## src/rtl/mult_control_unit.sv

```systemverilog
// rtl/mult_control_unit.sv - sequencing FSM for the signed shift-add multiplier datapath
module mult_control_unit #(
   parameter int WIDTH = 8
) (
   input  logic Clk,
   input  logic Reset,
   input  logic Run,
   input  logic ClearA_LoadB,
   input  logic M,
   output logic Clr_XA,
   output logic Ld_B,
   output logic Add_En,
   output logic Sub_En,
   output logic Shift_En,
   output logic Busy,
   output logic Done
);

   localparam int CW = (WIDTH > 1) ? $clog2(WIDTH) : 1;
   localparam logic [CW-1:0] LAST = CW'(WIDTH - 1);

   typedef enum logic [2:0] {IDLE, CLR, ADD, SHIFT, DONE} state_t;

   state_t         state, state_nxt;
   logic [CW-1:0]  cnt, cnt_nxt;
   logic           run_q;

   logic clr_d, ld_d, add_d, sub_d, shift_d, busy_d, done_d;

   // run_q resets high so a Run held through reset is not seen as a rising edge
   always_ff @(posedge Clk) begin
      if (Reset) begin
         state <= IDLE;
         cnt   <= '0;
         run_q <= 1'b1;
      end else begin
         state <= state_nxt;
         cnt   <= cnt_nxt;
         run_q <= Run;
      end
   end

   always_comb begin
      state_nxt = state;
      cnt_nxt   = cnt;
      clr_d     = 1'b0;
      ld_d      = 1'b0;
      add_d     = 1'b0;
      sub_d     = 1'b0;
      shift_d   = 1'b0;
      busy_d    = 1'b0;
      done_d    = 1'b0;
      case (state)
         IDLE: begin
            if (Run && !run_q) begin
               state_nxt = CLR;
            end else begin
               clr_d = ClearA_LoadB;
               ld_d  = ClearA_LoadB;
            end
         end
         CLR: begin
            clr_d     = 1'b1;
            busy_d    = 1'b1;
            cnt_nxt   = '0;
            state_nxt = ADD;
         end
         ADD: begin
            // the sign bit of the multiplier carries negative weight
            busy_d    = 1'b1;
            add_d     = M && (cnt != LAST);
            sub_d     = M && (cnt == LAST);
            state_nxt = SHIFT;
         end
         SHIFT: begin
            shift_d = 1'b1;
            busy_d  = 1'b1;
            if (cnt == LAST) begin
               state_nxt = DONE;
            end else begin
               cnt_nxt   = cnt + CW'(1);
               state_nxt = ADD;
            end
         end
         DONE: begin
            done_d    = 1'b1;
            state_nxt = IDLE;
         end
         default: state_nxt = IDLE;
      endcase
   end

   // strobes are masked while Reset is asserted so a mid-operation reset emits nothing
   assign Clr_XA   = clr_d   & ~Reset;
   assign Ld_B     = ld_d    & ~Reset;
   assign Add_En   = add_d   & ~Reset;
   assign Sub_En   = sub_d   & ~Reset;
   assign Shift_En = shift_d & ~Reset;
   assign Busy     = busy_d  & ~Reset;
   assign Done     = done_d  & ~Reset;

endmodule

```

## config.mk

```make
export PLATFORM = sky130hd
export DESIGN_NAME = mult_control_unit
export DESIGN_NICKNAME = d
export VERILOG_FILES = /design/src/rtl/mult_control_unit.sv
export SDC_FILE = /design/constraint.sdc
export NUM_CORES = 1
export LEC_CHECK = 0
export CAP_MARGIN = 20
export CORE_AREA = 2 2 39 41
export DETAILED_ROUTE_END_ITERATION = 10
export DIE_AREA = 0 0 41 43
export SLEW_MARGIN = 20
export SYNTH_ARGS = -nofsm -noshare
export SYNTH_HDL_FRONTEND = slang
export SYNTH_SLANG_ARGS = --single-unit
```

## constraint.sdc

```tcl
create_clock -name Clk -period 3.2 [get_ports Clk]
set_input_delay 0.48 -clock Clk [delete_from_list [all_inputs] [get_ports Clk]]
set_output_delay 0.48 -clock Clk [all_outputs]
set_load 0.01 [all_outputs]
```

==> metrics, run 1 <==
core area 1380 µm²; Setup CP Type in2out; synth unique cells 18; Mean Syn Cell Area 8.48 µm²; Fin Setup TNS 0 ps; compound-cell area share of the yosys netlist between 10 and 15%; slowest cell on the critical path clkdlybuf4s50_1; Slew Limit Fails 0; met3 Usage GRT 4.71%; Final min period 2640 ps; sequential element share of the synthesized area 40.3%; post-route clock period utilization 82.4%; Num CTS Buffers 3; synthesized area ~350 µm²; Crit. End Element primary output; Post-Synth XOR/XNOR Area 0%; Mapped Nets 48; Max-Cap Viols 0; power consumption 0.198 mW; CTS max path bufs 2; commonest non-fill, non-tap cells in the layout 11 x clkdlybuf4s50_1, 7 x dfxtp_1, 4 x nor3_1, 4 x nand2_1, 4 x a21oi_1; Synth Area in Adders 7.19%; commonest non-fill, non-tap cell in the layout clkdlybuf4s50_1; port bufs 11; required time worst endpoint 2720 ps; Worst Tran Pin Value 403 ps; GRT Util Overall 10.4%; post-cts hold buffer count 0; initial antenna violation count 0; min-delay src cnt[1]; HP Class reg2reg; Leakage 0.183 nW; estimated wirelength of the detail-placed design 550 µm; Worst-path clk slew 50 ps; Max rail drop VDD 0.000118 V; status complete, no violations; met2 usage approximately an eighth; Iter 0 DRT Violations 1; H-tree Lvls 1; Yosys warnings 0; crit-path max FO 11; worst path cell trace clkdlybuf4s50_1, nor3_1, nand2_1, nor3_1, clkdlybuf4s50_1; Worst setup SP type input pin; CTS tree yes; Largest stage delay, worst path 600 ps; share of cells above drive strength 1 9.09%; clock root buffer master clkbuf_4; FF-to-FF path depth 5; Synth Area in Simple Gates 35.6%; routed len/inst 10.6 µm; fillers 150; Sink Count 7; Die ar. 1760 µm²; first-pass GRT wire length 1240 µm; vias in the first global route 286; fin util 36.1%; hold-critical path depth 2; R2R Path Start cnt[0]; reg2reg setup slack 1860 ps; Setup Fix Bufs, Post-CTS 0; WHS Endpoint cnt[1]; Synth top area share 40.3%; # nets final 63; via count around 340; relative slew slack 73.1%; Die Ht 43 µm; final wirelength 753 µm; multiplexer share of the synthesized area 0%; Die X 41 µm; DRC 0; top cell type by total area after synthesis dfxtp_1; highest clock rate 379 MHz; Cells after Synth 41; Cell Rows 14; IO Pins 12; met1 usage 15.2%; number of gates resized after CTS 0; worst reg2reg endpoint cnt[0]; GPL Wtd Cong around 0.65; Skew-Pair Late Insertion Delay 250 ps; final hold vios 0; largest net degree at the start of global routing 12; n_diodes 0; pwr dens 396 nW/µm²; area grow syn2layout 43.5%; largest family of logic cells by synthesized area simple AND/OR/NAND/NOR gates; RSZ-0062 raised after global routing no; critical path arrival 2160 ps; TritonRoute pass-1 iters 2; Antenna Violating Nets Remaining 0; GR peak layer met1; Final setup violation count 0; Layout Skew between 1.5 and 2 ps; register bit total from synthesis 7; grt total ovfl 0; top area cells in the synthesized netlist dfxtp_1 40%, ha_1 7.2%, a21oi_1 5.8%; Via-to-Cell Ratio 4.72; Initial Util 25.1%
==> where the power goes <==
| part | internal, mW | switching [mW] |
|---|---|---|
| logic | 0.0136 | 0.0103 |
| clock network | 0.0477 | 0.0336 |
| registers | 0.0896 | 0.00315 |
==> area by class of cell <==
class                   count  area [µm²]  area share, %
clock buffers               4        26.3           5.26
multi-input cells          32         199           39.8
inverters                   1        3.75          0.752
flip-flops and latches      7         140           28.1
well taps                  16        20.0           4.01
repair buffers             11         110           22.1
==> worst max-delay path: cells and delay by family <==
kind	cells	cell delay, ps
buf+inv	2	1160
simple gates	3	510
==> how the worst max path moves through the flow <==
stage / start / end / slack, ps / depth (start not counted)
final: Reset / Add_En / 560 / 5
after global routing: Reset / Add_En / 470 / 5
after CTS: Reset / Add_En / 550 / 5
after detailed placement: Reset / Add_En / 570 / 5
after global placement: Reset / Add_En / 590 / 5
after floorplan: Reset / Add_En / 1580 / 4
==> per-layer routing <==
layer / share of wire [%] / up-vias
met2: 44 / 7
met4: 0 / 0
met3: 5.8 / 0
met1: 50 / 153
met5: 0 / -
li1: - / 175
==> cell usage after synthesis, drive strengths merged <==
cell type and n:
a21boi 2, a21oi 4, and2 1, and3 1
and4bb 1, buf 1, dfxtp 7, ha 2
inv 1, nand2 4, nand2b 3, nor2 2
nor3 5, nor4 2, nor4b 1, o21ai 3
or2 1
==> flip-flops by register name (all words and copies together), names as in the netlist <==
name,flops
state,3
run_q,1
cnt,3
==> cells by family (layout without fill, tap and decap cells) <==
family / count (synthesis) / count (layout)
AO/OA/AOI/OAI: 9 / 9
adder cells (fa/ha/maj): 2 / 2
flip-flops: 7 / 7
AND/OR/NAND/NOR: 21 / 21
buffers and inverters: 2 / 16
==> stage by stage <==
stage          instances  area, µm²  hold WS, ps  setup WS, ps
2_1_floorplan         41        348          453          1580
3_3_place_gp          67        473          466           590
3_5_place_dp          67        473          476           573
4_1_cts               71        499          482           553
5_1_grt               71        499          491           475
6_report              71        499          481           562
(Power assumes the default switching activity.)
==> run 2: changes to the inputs <==
clock period = 2.54 ns   (was 3.2 ns; I/O delays follow)
==> metrics, run 2 (synthesis gave the netlist of run 1 again) <==
Place WS 250 ps (-323 ps); via count 354 (+5.7%); GRT Util Overall 10.4% (+0.090 points); number of gates resized after CTS 0 (unchanged); RSZ-0062 raised after global routing no; post-cts hold buffer count 0 (unchanged); GPL Wtd Cong 0.628 (-3.9%); Fin Setup TNS 0 ps (unchanged); HP Class reg2reg; Setup CP Type in2out; Worst Tran Pin Value 256 ps (-147 ps); Placed Cells 68 (+1.5%); worst reg2reg endpoint cnt[2]; Non-Filler Instances 72 (+1.4%); relative slew slack 82.9% (+9.8 points); min-delay src cnt[1]; Iter 0 DRT Violations 4 (+3); Die X 41 µm (unchanged); Setup Fix Bufs, Post-CTS 0 (unchanged); fillers 150 (unchanged); Regs by FF count cnt (3), state (3), run_q (1); # nets final 64 (+1.6%); commonest non-fill, non-tap cells in the layout 11 x clkdlybuf4s50_1, 7 x dfxtp_1, 4 x nor3_1, 4 x nand2_1, 4 x a21oi_1; critical path arrival 1920 ps (-240 ps); n_diodes 0 (unchanged); Final setup violation count 0 (unchanged); setup ws final 243 ps (-319 ps); WHS Endpoint cnt[1]; IO Pins 12 (unchanged); Final min period 2300 ps; post-route clock period utilization 90.4%; Die ar. 1760 µm² (unchanged); final wirelength 767 µm (+1.9%); R2R Path Start cnt[0]; vias in the first global route 305 (+6.6%); Crit. End Element primary output; required time worst endpoint 2160 ps (-560 ps); grt total ovfl 0 (unchanged); TritonRoute pass-1 iters 3 (+1); Layout Skew 3.83 ps (+2.29 ps); Max-Cap Viols 0 (unchanged); DRC 0 (unchanged); share of cells above drive strength 1 10.7% (+1.6 points); core area 1380 µm² (unchanged); Min Hold Slack 478 ps (-2.77 ps); Sink Count 7 (unchanged); highest clock rate between 400 and 500 MHz; H-tree Lvls 1 (unchanged); final hold vios 0 (unchanged); port bufs 11 (unchanged); clock root buffer master clkbuf_4; Num CTS Buffers 3 (unchanged); area grow syn2layout 45.7%; Register Area 140 µm² (unchanged); status complete, no violations; Antenna Violating Nets Remaining 0 (unchanged); Via-to-Cell Ratio 4.92 (+4.2%); Cell Rows 14 (unchanged); crit-path max FO 6 (-5); Max rail drop VDD 0.000178 V (+51%); reg2reg setup slack 1180 ps (-680 ps); CTS tree yes; CTS max path bufs 2 (unchanged); routed len/inst 10.7 µm (+0.44%); initial antenna violation count 0 (unchanged); estimated wirelength of the detail-placed design 570 µm (+3.7%); area of the multi-input gates 199 µm² (unchanged); largest net degree at the start of global routing 9 (-3); Worst setup SP type input pin; Worst-path clk slew 60 ps (about the same); Skew-Pair Late Insertion Delay 250 ps (about the same); hold-critical path depth 2 (unchanged); Slew Limit Fails 0 (unchanged); Leakage 0.188 nW (+2.6%); Die Ht 43 µm (unchanged); Initial Util 25.1% (unchanged); commonest non-fill, non-tap cell in the layout clkdlybuf4s50_1; pwr dens 493 nW/µm² (+24%); FF-to-FF path depth 5 (unchanged); first-pass GRT wire length 1250 µm (+1.1%)
==> run 2: cell types whose count changed in the layout (fill, tap and decap cells not counted) <==
| cell | before | now |
|---|---|---|
| buf_4 | 0 | 1 |
==> run 2: power by group <==
| group | switching, mW | internal [mW] | total (mW) | leakage, nW |
|---|---|---|---|---|
| Sequential | 0.00405 | 0.113 | 0.117 | 0.0569 |
| Clock | 0.0419 | 0.0600 | 0.102 | 0.0150 |
| Combinational | 0.0131 | 0.0181 | 0.0312 | 0.116 |
| Total | 0.0590 | 0.191 | 0.250 | 0.188 |
==> run 2: layer usage <==
layer	GRT usage, %	routed length (µm)	vias up
met4	6.00	0	0
met2	13.1	352	5
met5	0	0	-
met3	3.14	33	0
li1	-	-	184
met1	15.1	382	165
==> run 2: area by class of cell <==
class	count	area share, %
Sequential cell	7	27.7
Timing Repair Buffer	12	23.2
Clock buffer	4	5.19
Multi-Input combinational cell	32	39.3
Tap cell	16	3.95
Inverter	1	0.741
==> run 2: metrics by stage <==
step	total power [mW]	utilization (%)	area [µm²]
floorplan	0.133	-	348
global placement	0.151	34.7	480
detailed placement	0.151	34.7	480
CTS	0.255	36.6	507
global route	0.265	36.6	507
finish	0.250	36.6	507
==> run 2: worst max-delay path by stage <==
| stage | from | end | slack [ps] | depth (start not counted) |
|---|---|---|---|---|
| detailed placement | Reset | Add_En | 250 | 5 |
| floorplan | Reset | Add_En | 1120 | 4 |
| CTS | Reset | Add_En | 220 | 5 |
| finish | Reset | Add_En | 240 | 5 |
| global placement | Reset | Add_En | 270 | 5 |
| global route | Reset | Add_En | 140 | 5 |
==> run 2: critical path, cell delays in order <==
cell             delay, ps
clkdlybuf4s50_1        520
nor3_1                 220
nand2_1                100
nor3_1                 140
clkdlybuf4s50_1        560
